File: src/rtl/child_seq_pkg.sv
// Shared types and helpers for the child start-up sequencer.
package child_seq_pkg;

  typedef enum logic [2:0] {
    IDLE,
    LAUNCH,
    WAIT,
    FINISH,
    ERROR
  } state_e;

  function automatic int idx_w(input int n);
    return (n > 1) ? $clog2(n) : 1;
  endfunction

endpackage

File: src/rtl/child_seq_timer.sv
// Watchdog counter: cleared outside WAIT, counts while enabled, holds at TIMEOUT-1.
module child_seq_timer #(
  parameter int TMR_W   = 8,
  parameter int TIMEOUT = 200
) (
  input  logic clk,
  input  logic rst,
  input  logic clear,
  input  logic enable,
  output logic expire
);

  localparam logic [TMR_W-1:0] LAST = TMR_W'(TIMEOUT - 1);

  logic [TMR_W-1:0] count_q;

  assign expire = (count_q == LAST);

  always_ff @(posedge clk) begin
    if (rst || clear) begin
      count_q <= '0;
    end else if (enable && !expire) begin
      count_q <= count_q + 1'b1;
    end
  end

endmodule

File: src/rtl/child_seq_ctrl.sv
// Start-up sequencer: launches each child in index order and waits for its done.
//
//  state  | meaning
//  IDLE   | waiting for start_i
//  LAUNCH | one-cycle start pulse to child[idx]
//  WAIT   | watching child_done_i[idx] under the watchdog
//  FINISH | all children done, done_o pulse
//  ERROR  | child[err_idx] timed out, error_o held until start_i/abort_i
module child_seq_ctrl
  import child_seq_pkg::*;
#(
  parameter int NUM_CHILD = 5,
  parameter int TIMEOUT   = 200,
  parameter int TMR_W     = 8,
  localparam int IDX_W    = idx_w(NUM_CHILD)
) (
  input  logic                 clk,
  input  logic                 rst,
  input  logic                 start_i,
  input  logic                 abort_i,
  output logic [NUM_CHILD-1:0] child_start_o,
  input  logic [NUM_CHILD-1:0] child_done_i,
  output logic                 busy_o,
  output logic                 done_o,
  output logic                 error_o,
  output logic [IDX_W-1:0]     err_idx_o,
  output logic [IDX_W-1:0]     cur_idx_o
);

  localparam logic [IDX_W-1:0] LAST_IDX = IDX_W'(NUM_CHILD - 1);

  state_e           state_q, state_d;
  logic [IDX_W-1:0] idx_q, idx_d;
  logic [IDX_W-1:0] err_idx_q, err_idx_d;
  logic             err_q, err_d;
  logic             expire;
  logic             done_sel;
  logic             tmr_clear;
  logic             tmr_enable;

  assign tmr_enable = (state_q == WAIT);
  assign tmr_clear  = (state_q != WAIT);

  child_seq_timer #(
    .TMR_W   (TMR_W),
    .TIMEOUT (TIMEOUT)
  ) u_timer (
    .clk    (clk),
    .rst    (rst),
    .clear  (tmr_clear),
    .enable (tmr_enable),
    .expire (expire)
  );

  assign done_sel = child_done_i[idx_q];

  always_ff @(posedge clk) begin
    if (rst) begin
      state_q   <= IDLE;
      idx_q     <= '0;
      err_q     <= 1'b0;
      err_idx_q <= '0;
    end else begin
      state_q   <= state_d;
      idx_q     <= idx_d;
      err_q     <= err_d;
      err_idx_q <= err_idx_d;
    end
  end

  always_comb begin
    state_d   = state_q;
    idx_d     = idx_q;
    err_d     = err_q;
    err_idx_d = err_idx_q;
    case (state_q)
      IDLE: begin
        if (start_i && !abort_i) begin
          state_d   = LAUNCH;
          idx_d     = '0;
          err_d     = 1'b0;
          err_idx_d = '0;
        end
      end
      LAUNCH: begin
        if (abort_i) begin
          state_d = IDLE;
          idx_d   = '0;
        end else begin
          state_d = WAIT;
        end
      end
      WAIT: begin
        // abort beats done, and done beats a same-cycle timeout
        if (abort_i) begin
          state_d = IDLE;
          idx_d   = '0;
        end else if (done_sel) begin
          if (idx_q == LAST_IDX) begin
            state_d = FINISH;
          end else begin
            state_d = LAUNCH;
            idx_d   = idx_q + 1'b1;
          end
        end else if (expire) begin
          state_d   = ERROR;
          err_d     = 1'b1;
          err_idx_d = idx_q;
        end
      end
      FINISH: begin
        state_d = IDLE;
        idx_d   = '0;
      end
      ERROR: begin
        if (abort_i) begin
          state_d   = IDLE;
          idx_d     = '0;
          err_d     = 1'b0;
          err_idx_d = '0;
        end else if (start_i) begin
          state_d   = LAUNCH;
          idx_d     = '0;
          err_d     = 1'b0;
          err_idx_d = '0;
        end
      end
      default: begin
        state_d = IDLE;
        idx_d   = '0;
      end
    endcase
  end

  assign child_start_o = (state_q == LAUNCH) ? (NUM_CHILD'(1) << idx_q) : '0;
  assign busy_o        = (state_q == LAUNCH) || (state_q == WAIT) || (state_q == FINISH);
  // an abort landing on the FINISH cycle suppresses the completion pulse
  assign done_o        = (state_q == FINISH) && !abort_i;
  assign error_o       = err_q;
  assign err_idx_o     = err_idx_q;
  assign cur_idx_o     = idx_q;

endmodule
File: config.mk
export PLATFORM = sky130hd
export DESIGN_NAME = child_seq_ctrl
export DESIGN_NICKNAME = d
export VERILOG_FILES = /design/src/rtl/child_seq_pkg.sv /design/src/rtl/child_seq_timer.sv /design/src/rtl/child_seq_ctrl.sv
export SDC_FILE = /design/constraint.sdc
export NUM_CORES = 1
export LEC_CHECK = 0
export BUFFER_PORTS_ARGS = -buffer_cell sky130_fd_sc_hd__buf_4
export CAP_MARGIN = 20
export CORE_ASPECT_RATIO = 0.6
export CORE_MARGIN = 3
export CORE_UTILIZATION = 41
export DETAILED_ROUTE_END_ITERATION = 12
export PLACE_DENSITY = 0.69
export SLEW_MARGIN = 20
export SYNTH_ARGS = -nofsm -noshare
export SYNTH_HDL_FRONTEND = slang
export SYNTH_HIERARCHICAL = 1
export SYNTH_SLANG_ARGS = --single-unit
File: constraint.sdc
create_clock -name clk -period 2.5 [get_ports clk]
set_clock_uncertainty 0.1 [all_clocks]
set_input_delay 0.375 -clock clk [delete_from_list [all_inputs] [get_ports clk]]
set_output_delay 0.375 -clock clk [all_outputs]
set_load 0.01 [all_outputs]
==> results.md <==
- Outcome: finished, final reports clean
- Synth cell types: 42
- Layout Nets: 164
- Detailed placement HPWL: 2070 um
- CP Capture Type: flop
- Mapped Nets: 142
- Cts hold-fix bufs: 0
- Fin cells: 176
- Worst-path clk slew: 0.06 ns
- GRT Overall Usage: 18.1%
- Worst EP required: 2.54 ns
- Gr busiest metal: met1
- Initial antenna violation count: 0
- WL final: 2740 um
- Post-DR vias/cell: 5.89
- FMAX: 436 MHz
- Num CTS Buffers: 3
- Grt met2 use: 25.2%
- Met3 track demand over resource: 5.45%
- Vias in the first global route: 950
- Initial drt markers: 66
- Worst Max-Slew Pin Slew: 0.610 ns
- CP top delay family: simple AND/OR/NAND/NOR gates
- CP max stage cell: or4bb_1
- Remaining DRCs: 0
- N_diodes: 0
- Post-CTS resize count: 0
- Top post-synthesis cells by area: dfxtp_1, ha_1, nor2_1, mux2i_1, nand2_1
- Die Width: 73.0 um
- Clock latency on the worst-skew pair: 0.25 ns
- Largest net degree at the start of global routing: 17
- Most frequent cell after synthesis: dfxtp_1
- Number of port buffers: 22
- M1 GR Usage: 26.2%
- Maximum level of the CTS H-tree: 1
- Pwr/cell area: 407 nW/um^2
- Worst Path Buf+Inv: 0
- Yosys warns: 6
- Placeable Area: 2360 um^2
- Critical Path Start Type: flop
- Initial Util: 46.8%
- # setup viols final: 0
- Wire per inst: 15.6 um
- Worst-path fanout max: 6
- Post-synth EDFFs: 0
- Max Cap Viol: 0
- RSZ-0062 raised after global routing: false
- Register area share after synthesis: 32.6%
- Setup Fix Bufs, Post-CTS: 0
- Period utilization: 91.8%
- DP Cell Count: 173
- Fill cells: 211
- Slowest Stage Delay on Critical Path: 0.43 ns
- Post-layout min period: 2.30 ns
- FF+latch count, synth: 18
- DR vias: 1036
- Final ANT Viol Nets: 0
- Setup CP Type: flop to flop
- Hold Path Class: primary input to flop
- GRT overflow: 0
- Avg Cell Area, Syn: 8.77 um^2
- Prevailing post-synth register cell: dfxtp_1
- CTS Root Cell: clkbuf_8
- Share of post-route cells with drive strength above 1: 25.3%
- Final core occ: 56.2%
- Critical Path AT: 2.34 ns
- Share of the synthesized area in the top cell type: 32.6%
- Layout area overhead: 20.0%
- RD Place Congestion: 0.869
- CTS tree: yes
- Worst slew margin relative to its limit: 59.3%
- Sink Count: 18
- Slew Limit Fails: 0
- First drt pass iteration count: 4
- Site row count: 13
- Post-Syn Instances: 126
- Area of the mapped netlist: 1100 um^2
- Die height: 46.2 um
- Worst path cell trace: ha_1, nand4b_2, nor4_2, or4bb_1, nand2_1, o221ai_1, a22o_1
- TNS Setup: 0 ns
- First-pass GRT wire length: 4570 um
- Worst VDD drop: 0.000184 V
- Die ar.: 3370 um^2
- Async SR Flop Fraction: 0%
- Fin. Hold Viols: 0
- Static leakage: 0.516 nW
- Ports: 23
- Post-synth top cells: dfxtp_1, nor2_1, nand2_1, ha_1, inv_1
- Max Buffers Root-to-Sink: 2
- Cell taking the most area after synthesis: dfxtp_1
- Pwr Total: 540 uW
-- placed cells by master, fill, tap and decap left out, types with 2 or more instances in the layout --
cell type  synthesis  final
a21oi_1            5      5
a22o_1             3      3
and2_1             3      3
and4b_1            3      3
buf_4              2     22
clkbuf_8           0      3
dfxtp_1           18     18
ha_1               7      7
inv_1              7      7
mux2_2             2      2
mux2i_1            4      4
nand2_1            9      9
nand2b_1           3      3
nand3_1            3      3
nand4_1            3      3
nor2_1            12     12
nor3_1             5      5
o21ai_0            6      6
o32ai_1            2      2
or2_2              3      3
or3_1              3      3
-- metrics by stage --
stage	worst slack [ns]	hold slack [ns]	instance area [um^2]
5_1_grt	0.0441	0.319	1330
3_3_place_gp	0.316	0.370	1280
6_report	0.205	0.311	1330
4_1_cts	0.124	0.299	1320
2_1_floorplan	0.437	0.366	1100
3_5_place_dp	0.136	0.383	1280
-- registers in the layout, indices dropped and copies added (netlist names) --
register and flops:
u_timer/count_q 8, cur_idx_o 3, err_idx_o 3, error_o 1, state_q 3
-- cell families after synthesis --
family / Yosys count / share of synthesized area (%)
XOR/XNOR: 1 / 0.793
multiplexers: 6 / 5.66
AND/OR/NAND/NOR: 56 / 29.7
AO/OA/AOI/OAI: 26 / 18.3
buffers and inverters: 12 / 4.98
flip-flops: 18 / 32.6
adder cells (fa/ha/maj): 7 / 7.93
-- final cells by class --
class,instances,area (um^2),area share [%]
sequential,18,360,27.2
multi-input combinational,96,696,52.5
timing repair buffer,22,165,12.5
tap,30,37.5,2.83
inverter,7,26.3,1.98
clock buffer,3,41.3,3.11
-- routing by layer --
| layer | routed length [um] | part of all wire, % |
|---|---|---|
| met1 | 1410 | 51 |
| met2 | 1090 | 40 |
| met3 | 217 | 7.9 |
| met4 | 32 | 1.2 |
| met5 | 0 | 0 |
-- path summary, 6_finish.rpt --
| kind | slack (ns) | end | depth (start not counted) | start |
|---|---|---|---|---|
| worst max-delay path | 0.20 | err_idx_o[1] | 7 | u_timer/count_q[0] |
| worst min-delay path | 0.31 | error_o | 2 | rst |
| worst max register to register | 0.20 | err_idx_o[1] | 7 | u_timer/count_q[0] |
| worst min register to register | 0.40 | err_idx_o[0] | 1 | err_idx_o[0] |
-- power by group --
| part | switching [mW] | internal [mW] | total (mW) | leakage, nW |
|---|---|---|---|---|
| combinational | 0.0273 | 0.0238 | 0.0511 | 0.350 |
| sequential | 0.00260 | 0.288 | 0.291 | 0.145 |
| clock | 0.0908 | 0.107 | 0.198 | 0.0216 |
No activity file was read; power rests on OpenSTA's default activity.
